File: src/rtl/ahb_arbiter.sv
// ---------------------------------------------------------------------------
// ahb_arbiter
//
// Shares a single AHB slave path among up to 16 masters. The arbiter keeps
// fixed-length bursts (4/8/16 beats) and locked sequences intact. When a
// re-arbitration point is reached, it picks the next owner by rotating or
// fixed priority.
//
// Parameters
//   NUM_MASTERS     number of masters, 1..16
//   DEFAULT_MASTER  owner at reset and whenever nobody requests
//   ROUND_ROBIN     1: rotating priority starting at owner+1
//                   0: fixed priority, master 0 highest
//
// Ports
//   HCLK        bus clock
//   HRESETn     asynchronous active-low reset
//   HBUSREQ     per-master bus request
//   HLOCK       per-master lock request
//   HTRANS      muxed transfer type   (IDLE/BUSY/NONSEQ/SEQ)
//   HBURST      muxed burst type
//   HREADY      bus ready; low freezes all arbiter state
//   HRESP       muxed slave response  (OKAY/ERROR/RETRY/SPLIT)
//   HGRANT      registered one-hot grant
//   HMASTER     address-phase owner index (address mux select)
//   HMASTER_D   data-phase owner index (HWDATA mux select)
//   HMASTLOCK   current address phase is locked
// ---------------------------------------------------------------------------
module ahb_arbiter #(
  parameter int NUM_MASTERS    = 2,
  parameter int DEFAULT_MASTER = 0,
  parameter int ROUND_ROBIN    = 1
) (
  input  logic                   HCLK,
  input  logic                   HRESETn,
  input  logic [NUM_MASTERS-1:0] HBUSREQ,
  input  logic [NUM_MASTERS-1:0] HLOCK,
  input  logic [1:0]             HTRANS,
  input  logic [2:0]             HBURST,
  input  logic                   HREADY,
  input  logic [1:0]             HRESP,
  output logic [NUM_MASTERS-1:0] HGRANT,
  output logic [3:0]             HMASTER,
  output logic [3:0]             HMASTER_D,
  output logic                   HMASTLOCK
);

  // An out-of-range default master would leave the reset grant all-zero,
  // so it falls back to master 0.
  localparam int DEF_IDX = (DEFAULT_MASTER >= 0 && DEFAULT_MASTER < NUM_MASTERS) ?
                           DEFAULT_MASTER : 0;
  localparam logic [3:0]             DEF_CODE  = 4'(DEF_IDX);
  localparam logic [NUM_MASTERS-1:0] DEF_GRANT = NUM_MASTERS'(1) << DEF_IDX;

  localparam logic [1:0] TR_IDLE   = 2'd0;
  localparam logic [1:0] TR_NONSEQ = 2'd2;
  localparam logic [1:0] TR_SEQ    = 2'd3;

  localparam logic [2:0] BU_SINGLE = 3'd0;
  localparam logic [2:0] BU_INCR   = 3'd1;

  localparam logic [1:0] RSP_OKAY  = 2'd0;

  // -------------------------------------------------------------------------
  // State
  // -------------------------------------------------------------------------
  logic [NUM_MASTERS-1:0] hgrant_q,     hgrant_d;
  logic [3:0]             hmaster_q,    hmaster_d;
  logic [3:0]             hmaster_dp_q, hmaster_dp_d;
  logic                   hmastlock_q,  hmastlock_d;
  logic [3:0]             beats_left_q, beats_left_d;

  // -------------------------------------------------------------------------
  // Current owner and its lock request
  // -------------------------------------------------------------------------
  logic [3:0] owner;
  logic       owner_lock;

  // The grant is one-hot, so OR-ing the indices of set bits yields the owner.
  always_comb begin
    owner = '0;
    for (int i = 0; i < NUM_MASTERS; i++) begin
      if (hgrant_q[i]) begin
        owner = owner | 4'(i);
      end
    end
  end

  assign owner_lock = |(HLOCK & hgrant_q);

  // -------------------------------------------------------------------------
  // Beat counter: remaining beats of a fixed-length burst
  // -------------------------------------------------------------------------
  logic [3:0] burst_last;

  // Counter value loaded on NONSEQ: burst length minus one.
  // SINGLE and INCR load 0 because they have no fixed end.
  always_comb begin
    case (HBURST)
      3'd2, 3'd3: burst_last = 4'd3;
      3'd4, 3'd5: burst_last = 4'd7;
      3'd6, 3'd7: burst_last = 4'd15;
      default:    burst_last = 4'd0;
    endcase
  end

  always_comb begin
    beats_left_d = beats_left_q;
    if (HREADY) begin
      if (HRESP != RSP_OKAY) begin
        beats_left_d = '0;
      end else begin
        case (HTRANS)
          TR_NONSEQ: beats_left_d = burst_last;
          TR_SEQ:    beats_left_d = (beats_left_q != 4'd0) ? beats_left_q - 4'd1 : 4'd0;
          TR_IDLE:   beats_left_d = '0;
          default:   beats_left_d = beats_left_q;   // BUSY: burst paused
        endcase
      end
    end
  end

  // -------------------------------------------------------------------------
  // Re-arbitration point
  // -------------------------------------------------------------------------
  logic rearb_term;
  logic rearb_ok;

  // Any non-OKAY response ends ownership:
  //   ERROR aborts the burst.
  //   RETRY/SPLIT are seen here in their second (HREADY=1) cycle.
  // BUSY alone never qualifies.
  always_comb begin
    rearb_term = 1'b0;
    if (HTRANS == TR_IDLE) begin
      rearb_term = 1'b1;
    end
    if (HTRANS == TR_NONSEQ && (HBURST == BU_SINGLE || HBURST == BU_INCR)) begin
      rearb_term = 1'b1;
    end
    if (HTRANS == TR_SEQ && (HBURST == BU_INCR || beats_left_q == 4'd1)) begin
      rearb_term = 1'b1;
    end
    if (HRESP != RSP_OKAY) begin
      rearb_term = 1'b1;
    end
  end

  // A held lock always wins over an otherwise valid arbitration point.
  assign rearb_ok = HREADY && !owner_lock && rearb_term;

  // -------------------------------------------------------------------------
  // Winner selection
  // -------------------------------------------------------------------------
  logic [4:0]             rr_start;
  logic [NUM_MASTERS-1:0] req_rot;
  logic                   rr_found;
  logic [5:0]             rr_off;
  logic [5:0]             rr_sum;
  logic                   fp_found;
  logic [3:0]             fp_win;
  logic [3:0]             winner;

  // Rotating priority: rotate the request vector so that bit 0 corresponds
  // to owner+1. The owner itself lands in the last slot, so it can only
  // win again when nobody else is requesting.
  always_comb begin
    rr_start = {1'b0, owner} + 5'd1;
    req_rot  = NUM_MASTERS'({HBUSREQ, HBUSREQ} >> rr_start);
    rr_found = 1'b0;
    rr_off   = '0;
    for (int k = 0; k < NUM_MASTERS; k++) begin
      if (!rr_found && req_rot[k]) begin
        rr_found = 1'b1;
        rr_off   = 6'(k);
      end
    end
    // owner + 1 + offset is below 2*N, so a single wrap is enough.
    rr_sum = {2'b00, owner} + 6'd1 + rr_off;
    if (rr_sum >= 6'(NUM_MASTERS)) begin
      rr_sum = rr_sum - 6'(NUM_MASTERS);
    end
  end

  always_comb begin
    fp_found = 1'b0;
    fp_win   = '0;
    for (int k = 0; k < NUM_MASTERS; k++) begin
      if (!fp_found && HBUSREQ[k]) begin
        fp_found = 1'b1;
        fp_win   = 4'(k);
      end
    end
  end

  always_comb begin
    winner = DEF_CODE;
    if (ROUND_ROBIN != 0) begin
      if (rr_found) begin
        winner = rr_sum[3:0];
      end
    end else begin
      if (fp_found) begin
        winner = fp_win;
      end
    end
  end

  // -------------------------------------------------------------------------
  // Next state
  // -------------------------------------------------------------------------
  always_comb begin
    hgrant_d     = hgrant_q;
    hmaster_d    = hmaster_q;
    hmaster_dp_d = hmaster_dp_q;
    hmastlock_d  = hmastlock_q;
    if (rearb_ok) begin
      for (int i = 0; i < NUM_MASTERS; i++) begin
        hgrant_d[i] = (winner == 4'(i));
      end
    end
    if (HREADY) begin
      hmaster_d    = owner;
      hmaster_dp_d = hmaster_q;
      hmastlock_d  = owner_lock;
    end
  end

  always_ff @(posedge HCLK or negedge HRESETn) begin
    if (!HRESETn) begin
      hgrant_q     <= DEF_GRANT;
      hmaster_q    <= DEF_CODE;
      hmaster_dp_q <= DEF_CODE;
      hmastlock_q  <= 1'b0;
      beats_left_q <= '0;
    end else begin
      hgrant_q     <= hgrant_d;
      hmaster_q    <= hmaster_d;
      hmaster_dp_q <= hmaster_dp_d;
      hmastlock_q  <= hmastlock_d;
      beats_left_q <= beats_left_d;
    end
  end

  assign HGRANT    = hgrant_q;
  assign HMASTER   = hmaster_q;
  assign HMASTER_D = hmaster_dp_q;
  assign HMASTLOCK = hmastlock_q;

endmodule

File: config.mk
export PLATFORM = sky130hd
export DESIGN_NAME = ahb_arbiter
export DESIGN_NICKNAME = d
export VERILOG_FILES = /design/src/rtl/ahb_arbiter.sv
export SDC_FILE = /design/constraint.sdc
export NUM_CORES = 1
export LEC_CHECK = 0
export CAP_MARGIN = 40
export CORE_UTILIZATION = 44
export CTS_CLUSTER_DIAMETER = 200
export DETAILED_ROUTE_END_ITERATION = 7
export PLACE_DENSITY = 0.88
export SYNTH_ARGS = -nofsm -noshare
export SYNTH_HDL_FRONTEND = slang
export SYNTH_SLANG_ARGS = --single-unit
export TNS_END_PERCENT = 10
File: constraint.sdc
create_clock -name HCLK -period 2.1 [get_ports HCLK]
set_input_delay 0.42 -clock HCLK [delete_from_list [all_inputs] [get_ports HCLK]]
set_output_delay 0.42 -clock HCLK [all_outputs]
set_load 0.02 [all_outputs]
=== Word-level counts from Yosys, hierarchy flattened ===
Index checks and enable logic that the tools add are counted.

* Output and inout bits: 11
* Flip-flop bits (word level): 15
* Logic and storage cells: 58
* Bits of input ports: 14

* Equality and inequality tests: 11
* Bitwise operators: 1
* Reduce and logical (&&, ||, !) cells: 20
* $add $sub $neg: 5
* Shift-type cells: 1
* Magnitude comparators: 1
* Mux-type cells: 14

{| class="wikitable"
|+ Operators with widths
! operator !! number
|-
| $pmux 4 s3 || 2
|-
| $mux 4 || 4
|-
| $eq 3x3->1 const B || 4
|-
| $eq 4x1->1 const B || 2
|-
| $mux 1 || 8
|-
| $reduce_bool 4->1 || 2
|-
| $reduce_or 2->1 || 4
|-
| $eq 3x2->1 const B || 2
|-
| $logic_and 1x1->1 || 5
|-
| $add 1x1->2 const B || 2
|-
| $eq 2x2->1 const B || 2
|-
| $logic_not 4->1 || 1
|-
| $shr 4x2->2 || 1
|-
| $sub 3x2->4 const B || 1
|-
| $sub 4x1->4 const B || 1
|-
| $add 2x1->3 || 1
|-
| $eq 3x1->1 const B || 1
|-
| $ge 3x2->1 const B || 1
|-
| $logic_not 3->1 || 1
|-
| $and 2x2->2 || 1
|-
| $logic_not 1->1 || 2
|-
| $logic_not 2->1 || 1
|-
| $logic_or 1x1->1 || 2
|-
| $reduce_and 2->1 || 1
|-
| $reduce_bool 2->1 || 1
|}

=== Depth between registers and ports, before layout ===
Gate-level depths: netlist of run 1.

* Depth after elaboration: 12
* Depth in mapped cells: 6
* Depth with buffers taken out: 6

=== Worst setup path after synthesis of run 1 ===
Ideal clock, no wire load.

* Kind: input port to flip-flop
* Start point: input port HTRANS[0]
* End point: register beats_left_q[1]
* Required time: 1,979 ps
* Stages: 4
* Library setup time: 121 ps
* Slack: 465 ps
* Arrival: 1,514 ps
* Buffers on the path: 0
* Path through: ha_1 > o41ai_4 > o21ai_1 > a22o_1

* Word-level cells in the longest chain between the ends: 3
* Elaborated cells between the ends (all ways): 7
* Classes of those cells: eq/ne (2); mux (2); reduce/logical (3)

{| class="wikitable"
|+ RTL lines
! what !! RTL line !! text
|-
| start: declaration || 38 || <nowiki>input logic [1:0] HTRANS,</nowiki>
|-
| $eq 2x2->1 / $logic_not 2->1 (equally long branches) || 113 || <nowiki>case (HTRANS)</nowiki>
|-
| $pmux 4 s3 / $reduce_bool 4->1 (equally long branches) || - ||
|-
| $mux 4 / $reduce_and 2->1 (equally long branches) || - ||
|-
| end signal: assignment || 241 || <nowiki>beats_left_q <= beats_left_d;</nowiki>
|-
| end: declaration || 71 || <nowiki>logic [3:0] beats_left_q, beats_left_d;</nowiki>
|}

Several ways; a longest one is shown, not always the timed one.
A chain may end at the register's enable or synchronous reset.

=== Final worst setup path of run 1 ===
* Start point: register hgrant_q[0], in the netlist HGRANT[0]
* End point: output port HGRANT[0]

{| class="wikitable"
|+ RTL lines
! what !! RTL line !! text
|-
| start: declaration || 67 || <nowiki>logic [NUM_MASTERS-1:0] hgrant_q, hgrant_d;</nowiki>
|-
| start signal: assignment || 237 || <nowiki>hgrant_q <= hgrant_d;</nowiki>
|-
| end: declaration || 42 || <nowiki>output logic [NUM_MASTERS-1:0] HGRANT,</nowiki>
|}

No word-level cell between the ends.

==> results of run 1 <==
==> final timing paths <==
check,from,end,slack [ns]
max,HGRANT[0],HGRANT[0],0.28
min,HRESETn,HGRANT[1],0.45
max reg2reg,beats_left_q[1],HGRANT[0],0.45
min reg2reg,HMASTLOCK,HMASTLOCK,0.48
max in group asynchronous,HRESETn,HGRANT[0],1.33
min in group HCLK,HMASTLOCK,HMASTLOCK,0.48
==> where the power goes <==
group	leakage (nW)	internal [W]	switching (W)
logic	0.229	0.000157	0.000142
registers	0.113	0.000229	0.0000429
clock network	0.0150	0.0000733	0.0000629
==> logic make-up after synthesis <==
kind of cell               share of synthesized area
AOI/OAI and AO/OA                              0.245
and+or+nand+nor                                0.147
buffers and inverters                         0.0981
DFF                                            0.370
muxes                                         0.0716
adders and majority gates                     0.0614
other                                        0.00613
==> flip-flops by register name, summed over array words and instances, names as in the netlist <==
signal	flops
HMASTER_D	1
beats_left_q	4
HGRANT	2
HMASTER	1
HMASTLOCK	1
==> metrics by stage <==
| stage | area [um2] | setup slack, ns | hold slack, ns | power (W) |
|---|---|---|---|---|
| 2_1_floorplan | 631 | 0.465 | 0.124 | 0.000434 |
| 5_1_grt | 833 | 0.215 | 0.483 | 0.000745 |
| 3_3_place_gp | 807 | 0.102 | 0.469 | 0.000567 |
| 3_5_place_dp | 807 | 0.0469 | 0.476 | 0.000574 |
| 6_report | 833 | 0.282 | 0.453 | 0.000706 |
| 4_1_cts | 833 | 0.269 | 0.458 | 0.000714 |
==> cell usage after synthesis (all sizes together), types with 2 or more instances <==
master | count | share of area
mux2 | 3 | 0.055
nand2 | 5 | 0.031
a21oi | 5 | 0.041
o21ai | 3 | 0.025
a31oi | 2 | 0.020
nor3b | 2 | 0.025
o31ai | 2 | 0.033
nor2 | 3 | 0.018
a22o | 2 | 0.031
inv | 4 | 0.025
dfrtp | 8 | 0.33
buf | 6 | 0.074
ha | 3 | 0.061
==> cell type report <==
cell class / count / area, um2 / share of cell area
multi-input combinational: 48 / 344 / 0.413
tap: 15 / 18.8 / 0.0225
sequential: 9 / 226 / 0.272
clock buffer: 4 / 26.3 / 0.0315
inverter: 4 / 15.0 / 0.0180
timing repair buffer: 21 / 203 / 0.243
==> per-layer routing <==
| metal | share of wire | global-route usage |
|---|---|---|
| met2 | 0.53 | 0.383 |
| met3 | 0.059 | 0.0455 |
| met4 | 0.0063 | 0.147 |
| met5 | 0 | 0 |
| met1 | 0.40 | 0.203 |
==> impl_metrics.tcl, run 1 <==
set metrics [dict create \
    viasPerCell 5.37 \
    endpoint_kind "output pin" \
    p_leak_nw 0.357 \
    cts_tree "yes" \
    wl_per_cell_um 12.6 \
    area_growth_pct 36.2 \
    synth_edf_count 0 \
    yosys_warnings 0 \
    cts.htree.levels 1 \
    max-vdd-ir-drop_uv 525 \
    slowest_stage "clkdlybuf4s50_1" \
    yosys_most_used_dff "dfrtp_1" \
    maxSlewViolCount 0 \
    num_vias 542 \
    power.density_nw_per_um2 848 \
    grt_overflow 0 \
    cts_hold_buffers 0 \
    fin_tns_setup_ns 0 \
    clkSinkCount 9 \
    port_buffers 18 \
    rows 13 \
    path_delay_family "buffers and inverters" \
    initial_core_util 0.470 \
    drt-total-wl_um 1270 \
    postLayoutCoreUtil 0.640 \
    ys_seq_area_frac 0.370 \
    synth-async-reset-ratio 1.00 \
    maxCapViolCount 0 \
    max_stage_delay_ns 0.60 \
    dpl.hpwl_um 1020 \
    cts_buffers 3 \
    finalCritPeriodShare 0.865 \
    antenna_found_initial 0 \
    mostFrequentLayoutCells "18 x clkdlybuf4s50_1, 8 x dfrtp_1, 6 x conb_1, 5 x a21oi_1, 5 x nand2_1" \
    core_area_um2 1300 \
    drc_errors 0 \
    die_x_um 39.3 \
    clkLatencyLatePin_ns 0.26 \
    grt_pass1_wl_um 2100 \
    cts-root-buf "clkbuf_4" \
    worstPathMaxFanout 3 \
    final_layout_size_suffix_gt1_frac 0.163 \
    cp-start-kind "register" \
    critical_path_depth 1 \
    crit_chain "clkdlybuf4s50_1" \
    yosysUniqueCellTypes 30 \
    rsz0062_at_grt "false" \
    arrival_ns 1.40 \
    ant_nets 0 \
    setup_viol 0 \
    layout_min_cycle_time_ns 1.82 \
    instances_no_fill 101 \
    skew_ns 0.00510 \
    required_ns 1.68 \
    cts_setup_buffers 0 \
    grt_pass1_vias 534 \
    drt_iter0_drc 4 \
    status "finished clean" \
    gp_congestion 0.771 \
    fmax_mhz 550 \
    hold_violations 0 \
    fp.dieH_um 39.3 \
    grt_max_degree 10 \
    final_common_cell "clkdlybuf4s50_1" \
    path_clk_slew_ns 0.07 \
    critPathKind "reg2out" \
    ff2ff_path_depth 4 \
    track_usage 0.209 \
    antenna_cells 0 \
    hp-class "in2async" \
    synth-seq-cells 9 \
    synthesis.area_um2 612 \
    fillers 110 \
    syn-mean-instance-area_um2 9.87 \
    critPathBufInv 1 \
    post_cts_resized 0 \
    clk_path_buf_depth 2 \
    ios 25 \
    first_pass_iters 2 \
    synthesis.instances 62 \
    nets 104 \
    placedCellCount 97 \
    die-area_um2 1540 \
]
Note: power is estimated with default switching activity, not from simulation.
==> run 2: changes to the inputs <==
- CORE_UTILIZATION: 44 -> 47
- CTS_BUF_LIST: not set -> sky130_fd_sc_hd__clkbuf_8
- PLACE_DENSITY: 0.88 -> 0.92
==> run 2 against run 1 <==
Against the previous run:
- clock power is 43% higher
- cell count is 2.0% lower
- count of clock-buffer cells in the layout is 1 lower
- die area is 6.1% lower
- worst hold slack better by 0.038 ns
- critical path type unchanged
==> impl_metrics.tcl, run 2 (same netlist as run 1, synthesis figures left out) <==
set metrics [dict create \
    drt_iter0_drc 5 \
    cp-start-kind "register" \
    seq_area_um2 226 \
    grt_max_degree 10 \
    critPathBufInv 1 \
    drt-total-wl_um 1250 \
    final_common_cell "clkdlybuf4s50_1" \
    clk_path_buf_depth 2 \
    power.density_nw_per_um2 909 \
    power_w 0.000766 \
    path_clk_slew_ns 0.04 \
    p_leak_nw 0.364 \
    status "finished clean" \
    finalCritPeriodShare 0.856 \
    path_delay_family "buffers and inverters" \
    grt_overflow 0 \
    max_stage_delay_ns 0.61 \
    rsz0062_at_grt "false" \
    ios 25 \
    ant_nets 0 \
    fp.dieH_um 38.1 \
    area_growth_pct 37.8 \
    clkSinkCount 9 \
    maxCapViolCount 0 \
    internal_power_w 0.000513 \
    pwr-share-clk 0.253 \
    cts_tree "yes" \
    antenna_cells 0 \
    antenna_found_initial 0 \
    setup_viol 0 \
    power_frac_comb 0.389 \
    num_vias 520 \
    swShare 0.331 \
    port_buffers 18 \
    grt_pass1_vias 535 \
    use_met1 0.227 \
    gp_congestion 0.715 \
    regMostFlops "beats_left_q" \
    seqPwrFrac 0.358 \
    worstPathMaxFanout 3 \
    grt_pass1_wl_um 2110 \
    use_met3 0.0349 \
    final_layout_size_suffix_gt1_frac 0.153 \
    max-vdd-ir-drop_uv 705 \
    initial_core_util 0.529 \
    multi_input_area_um2 344 \
    endpoint_kind "output pin" \
    skew_ns 0.000250 \
    slowest_stage "clkdlybuf4s50_1" \
    drc_errors 0 \
    first_pass_iters 3 \
    fillers 93 \
    fin_tns_setup_ns 0 \
    clkLatencyLatePin_ns 0.23 \
    maxSlewViolCount 0 \
    cts_hold_buffers 0 \
    use_met2 0.390 \
    cts-root-buf "clkbuf_8" \
    core_area_um2 1160 \
    dpl.hpwl_um 1000 \
    cts_buffers 3 \
    required_ns 1.68 \
    fmax_mhz 556 \
    switchingPower_w 0.000253 \
    rows 12 \
    die_x_um 38.1 \
    critPathKind "reg2out" \
    hold_violations 0 \
    layout_min_cycle_time_ns 1.80 \
    largest_reg_flops 4 \
    post_cts_resized 0 \
    hp-class "in2async" \
    cts_setup_buffers 0 \
    arrival_ns 1.38 \
    wl_per_cell_um 12.6 \
    grt.busiest_layer "met2" \
    nets 103 \
    track_usage 0.211 \
    die-area_um2 1450 \
    cts.htree.levels 1 \
    mostFrequentLayoutCells "18 x clkdlybuf4s50_1, 8 x dfrtp_1, 6 x conb_1" \
    postLayoutCoreUtil 0.729 \
    crit_chain "clkdlybuf4s50_1" \
    viasPerCell 5.25 \
]
-- run 2: path summary, 6_finish.rpt --
| path | slack [ns] | cells past startpoint | start | end |
|---|---|---|---|---|
| hold reg to reg | 0.51 | 1 | HMASTLOCK | HMASTLOCK |
| setup reg to reg | 0.49 | 4 | beats_left_q[1] | HGRANT[0] |
| setup / recovery | 0.30 | 1 | HGRANT[0] | HGRANT[0] |
| hold / removal | 0.49 | 1 | HRESETn | HMASTER[0] |
| max in group asynchronous | 1.29 | 1 | HRESETn | HGRANT[0] |
| min in group HCLK | 0.51 | 1 | HMASTLOCK | HMASTLOCK |
-- run 2: layer usage --
layer	vias up	share of wire
li1	259	-
met1	246	0.43
met2	15	0.52
met3	0	0.046
met4	0	0
met5	-	0
-- run 2: cell type report --
cell class,instances,share of cell area
inverters,4,0.0178
repair buffers,20,0.231
clock inverters,1,0.00445
clock buffers,3,0.0490
well taps,14,0.0208
flip-flops and latches,9,0.269
multi-input cells,48,0.408
-- run 2: power by group through the flow --
stage	Clock [W]	Combinational, W	Sequential [W]
final	0.000194	0.000298	0.000275
after CTS	0.000201	0.000300	0.000273
after detailed placement	0	0.000297	0.000273
after floorplan	0	0.000111	0.000322
after global placement	0	0.000293	0.000273
after global routing	0.000208	0.000317	0.000282
-- run 2: metrics by stage --
step	hold WS, ns	worst slack [ns]	cells	cell area, um2
final	0.492	0.302	99	843
after global routing	0.509	0.231	99	843
after CTS	0.494	0.302	99	843
after detailed placement	0.499	0.0692	95	798
after global placement	0.465	0.0949	95	798
after floorplan	0.124	0.465	67	631
==> run 3: changes to the inputs <==
- CORE_MARGIN: not set -> 10
==> run 3 against run 2 <==
Against the previous run:
- cell area stayed put
- core utilization is 0.94 points lower
- die area is 120% higher
- sequential power is 1% lower
- critical endpoint is now beats_left_q[0]
- largest power group unchanged
==> impl_metrics.tcl, run 3 (same netlist as run 1, synthesis figures left out) <==
set metrics [dict create \
    internal_power_w 0.000513 \
    critPathKind "in2reg" \
    largest_reg_flops 4 \
    initial_core_util 0.522 \
    cts.htree.levels 1 \
    area_growth_pct 37.8 \
    cp-start-kind "input pin" \
    required_ns 2.22 \
    num_vias 534 \
    first_pass_iters 4 \
    antenna_found_initial 0 \
    power.density_nw_per_um2 915 \
    rows 12 \
    drc_errors 0 \
    layout_min_cycle_time_ns 1.82 \
    drt-total-wl_um 1540 \
    grt_pass1_vias 552 \
    maxSlewViolCount 0 \
    die-area_um2 3140 \
    die_x_um 56.1 \
    finalCritPeriodShare 0.865 \
    max-vdd-ir-drop_uv 680 \
    fillers 83 \
    port_buffers 18 \
    cts_tree "yes" \
    power_frac_comb 0.390 \
    ant_nets 0 \
    cts_setup_buffers 0 \
    core_area_um2 1170 \
    switchingPower_w 0.000258 \
    clkSinkCount 9 \
    mostFrequentLayoutCells "18 x clkdlybuf4s50_1, 8 x dfrtp_1, 6 x conb_1" \
    viasPerCell 5.39 \
    regMostFlops "beats_left_q" \
    dpl.hpwl_um 1230 \
    endpoint_kind "register" \
    hold_violations 0 \
    post_cts_resized 0 \
    swShare 0.335 \
    setup_ws_ns 0.284 \
    grt_overflow 0 \
    ios 25 \
    skew_ns 0.00247 \
    fin_tns_setup_ns 0 \
    track_usage 0.0978 \
    clk_path_buf_depth 2 \
    grt_max_degree 10 \
    gp_congestion 0.760 \
    final_layout_size_suffix_gt1_frac 0.153 \
    nets 103 \
    cts_buffers 3 \
    fp.dieH_um 56.1 \
    maxCapViolCount 0 \
    pwr-share-clk 0.259 \
    cts-root-buf "clkbuf_8" \
    rsz0062_at_grt "false" \
    drt_iter0_drc 12 \
    hp-class "in2async" \
    antenna_cells 0 \
    arrival_ns 1.93 \
    dp_slack_ns 0.0492 \
    worstPathMaxFanout 3 \
    setup_viol 0 \
    final_common_cell "clkdlybuf4s50_1" \
    status "finished clean" \
    clkLatencyLatePin_ns 0.23 \
    cts_hold_buffers 0 \
    grt_pass1_wl_um 2540 \
    fmax_mhz 551 \
    seqPwrFrac 0.352 \
    path_clk_slew_ns 0.05 \
    p_leak_nw 0.364 \
    wl_per_cell_um 15.6 \
]
## run 3: stage by stage
stage	utilization	power, W	hold slack [ns]	instances	instance area [um2]
CTS	0.720	0.000779	0.491	99	843
floorplan	-	0.000434	0.124	67	631
global route	0.720	0.000815	0.506	99	843
global placement	0.682	0.000569	0.464	95	798
finish	0.720	0.000771	0.482	99	843
detailed placement	0.682	0.000572	0.483	95	798
## run 3: final timing paths
| kind | startpoint | end | slack [ns] | cells after the start |
|---|---|---|---|---|
| max | HTRANS[0] | beats_left_q[0] | 0.28 | 6 |
| min reg2reg | HMASTLOCK | HMASTLOCK | 0.49 | 1 |
| max reg2reg | beats_left_q[1] | HGRANT[0] | 0.52 | 4 |
| min in group HCLK | HMASTLOCK | HMASTLOCK | 0.49 | 1 |
| max in group asynchronous | HRESETn | HGRANT[0] | 1.30 | 1 |
| min | HRESETn | HGRANT[1] | 0.48 | 1 |
## run 3: area by class of cell
type | count | area, um2 | share of cell area
Timing Repair Buffer | 20 | 195 | 0.231
Inverter | 4 | 15.0 | 0.0178
Clock buffer | 3 | 41.3 | 0.0490
Clock inverter | 1 | 3.75 | 0.00445
Sequential cell | 9 | 226 | 0.269
Tap cell | 14 | 17.5 | 0.0208
Multi-Input combinational cell | 48 | 344 | 0.408
## run 3: power by group through the flow
stage | logic, W | clock network [W] | registers (W)
6_report | 0.000301 | 0.000200 | 0.000271
5_1_grt | 0.000323 | 0.000212 | 0.000280
4_1_cts | 0.000304 | 0.000204 | 0.000271
3_5_place_dp | 0.000302 | 0 | 0.000271
3_3_place_gp | 0.000298 | 0 | 0.000271
2_1_floorplan | 0.000111 | 0 | 0.000322
## run 3: routing by layer
layer / vias up / track usage / wire length (um)
met5: - / 0 / 0
met4: 0 / 0.0205 / 0
met3: 0 / 0.0683 / 168
met2: 21 / 0.165 / 750
met1: 252 / 0.0954 / 626
li1: 261 / - / -
## run 3: worst max-delay path, stage by stage
cell	delay, ns
clkdlybuf4s50_1	0.49
inv_1	0.07
ha_1	0.25
o41ai_4	0.38
nor2_1	0.09
a22o_2	0.24
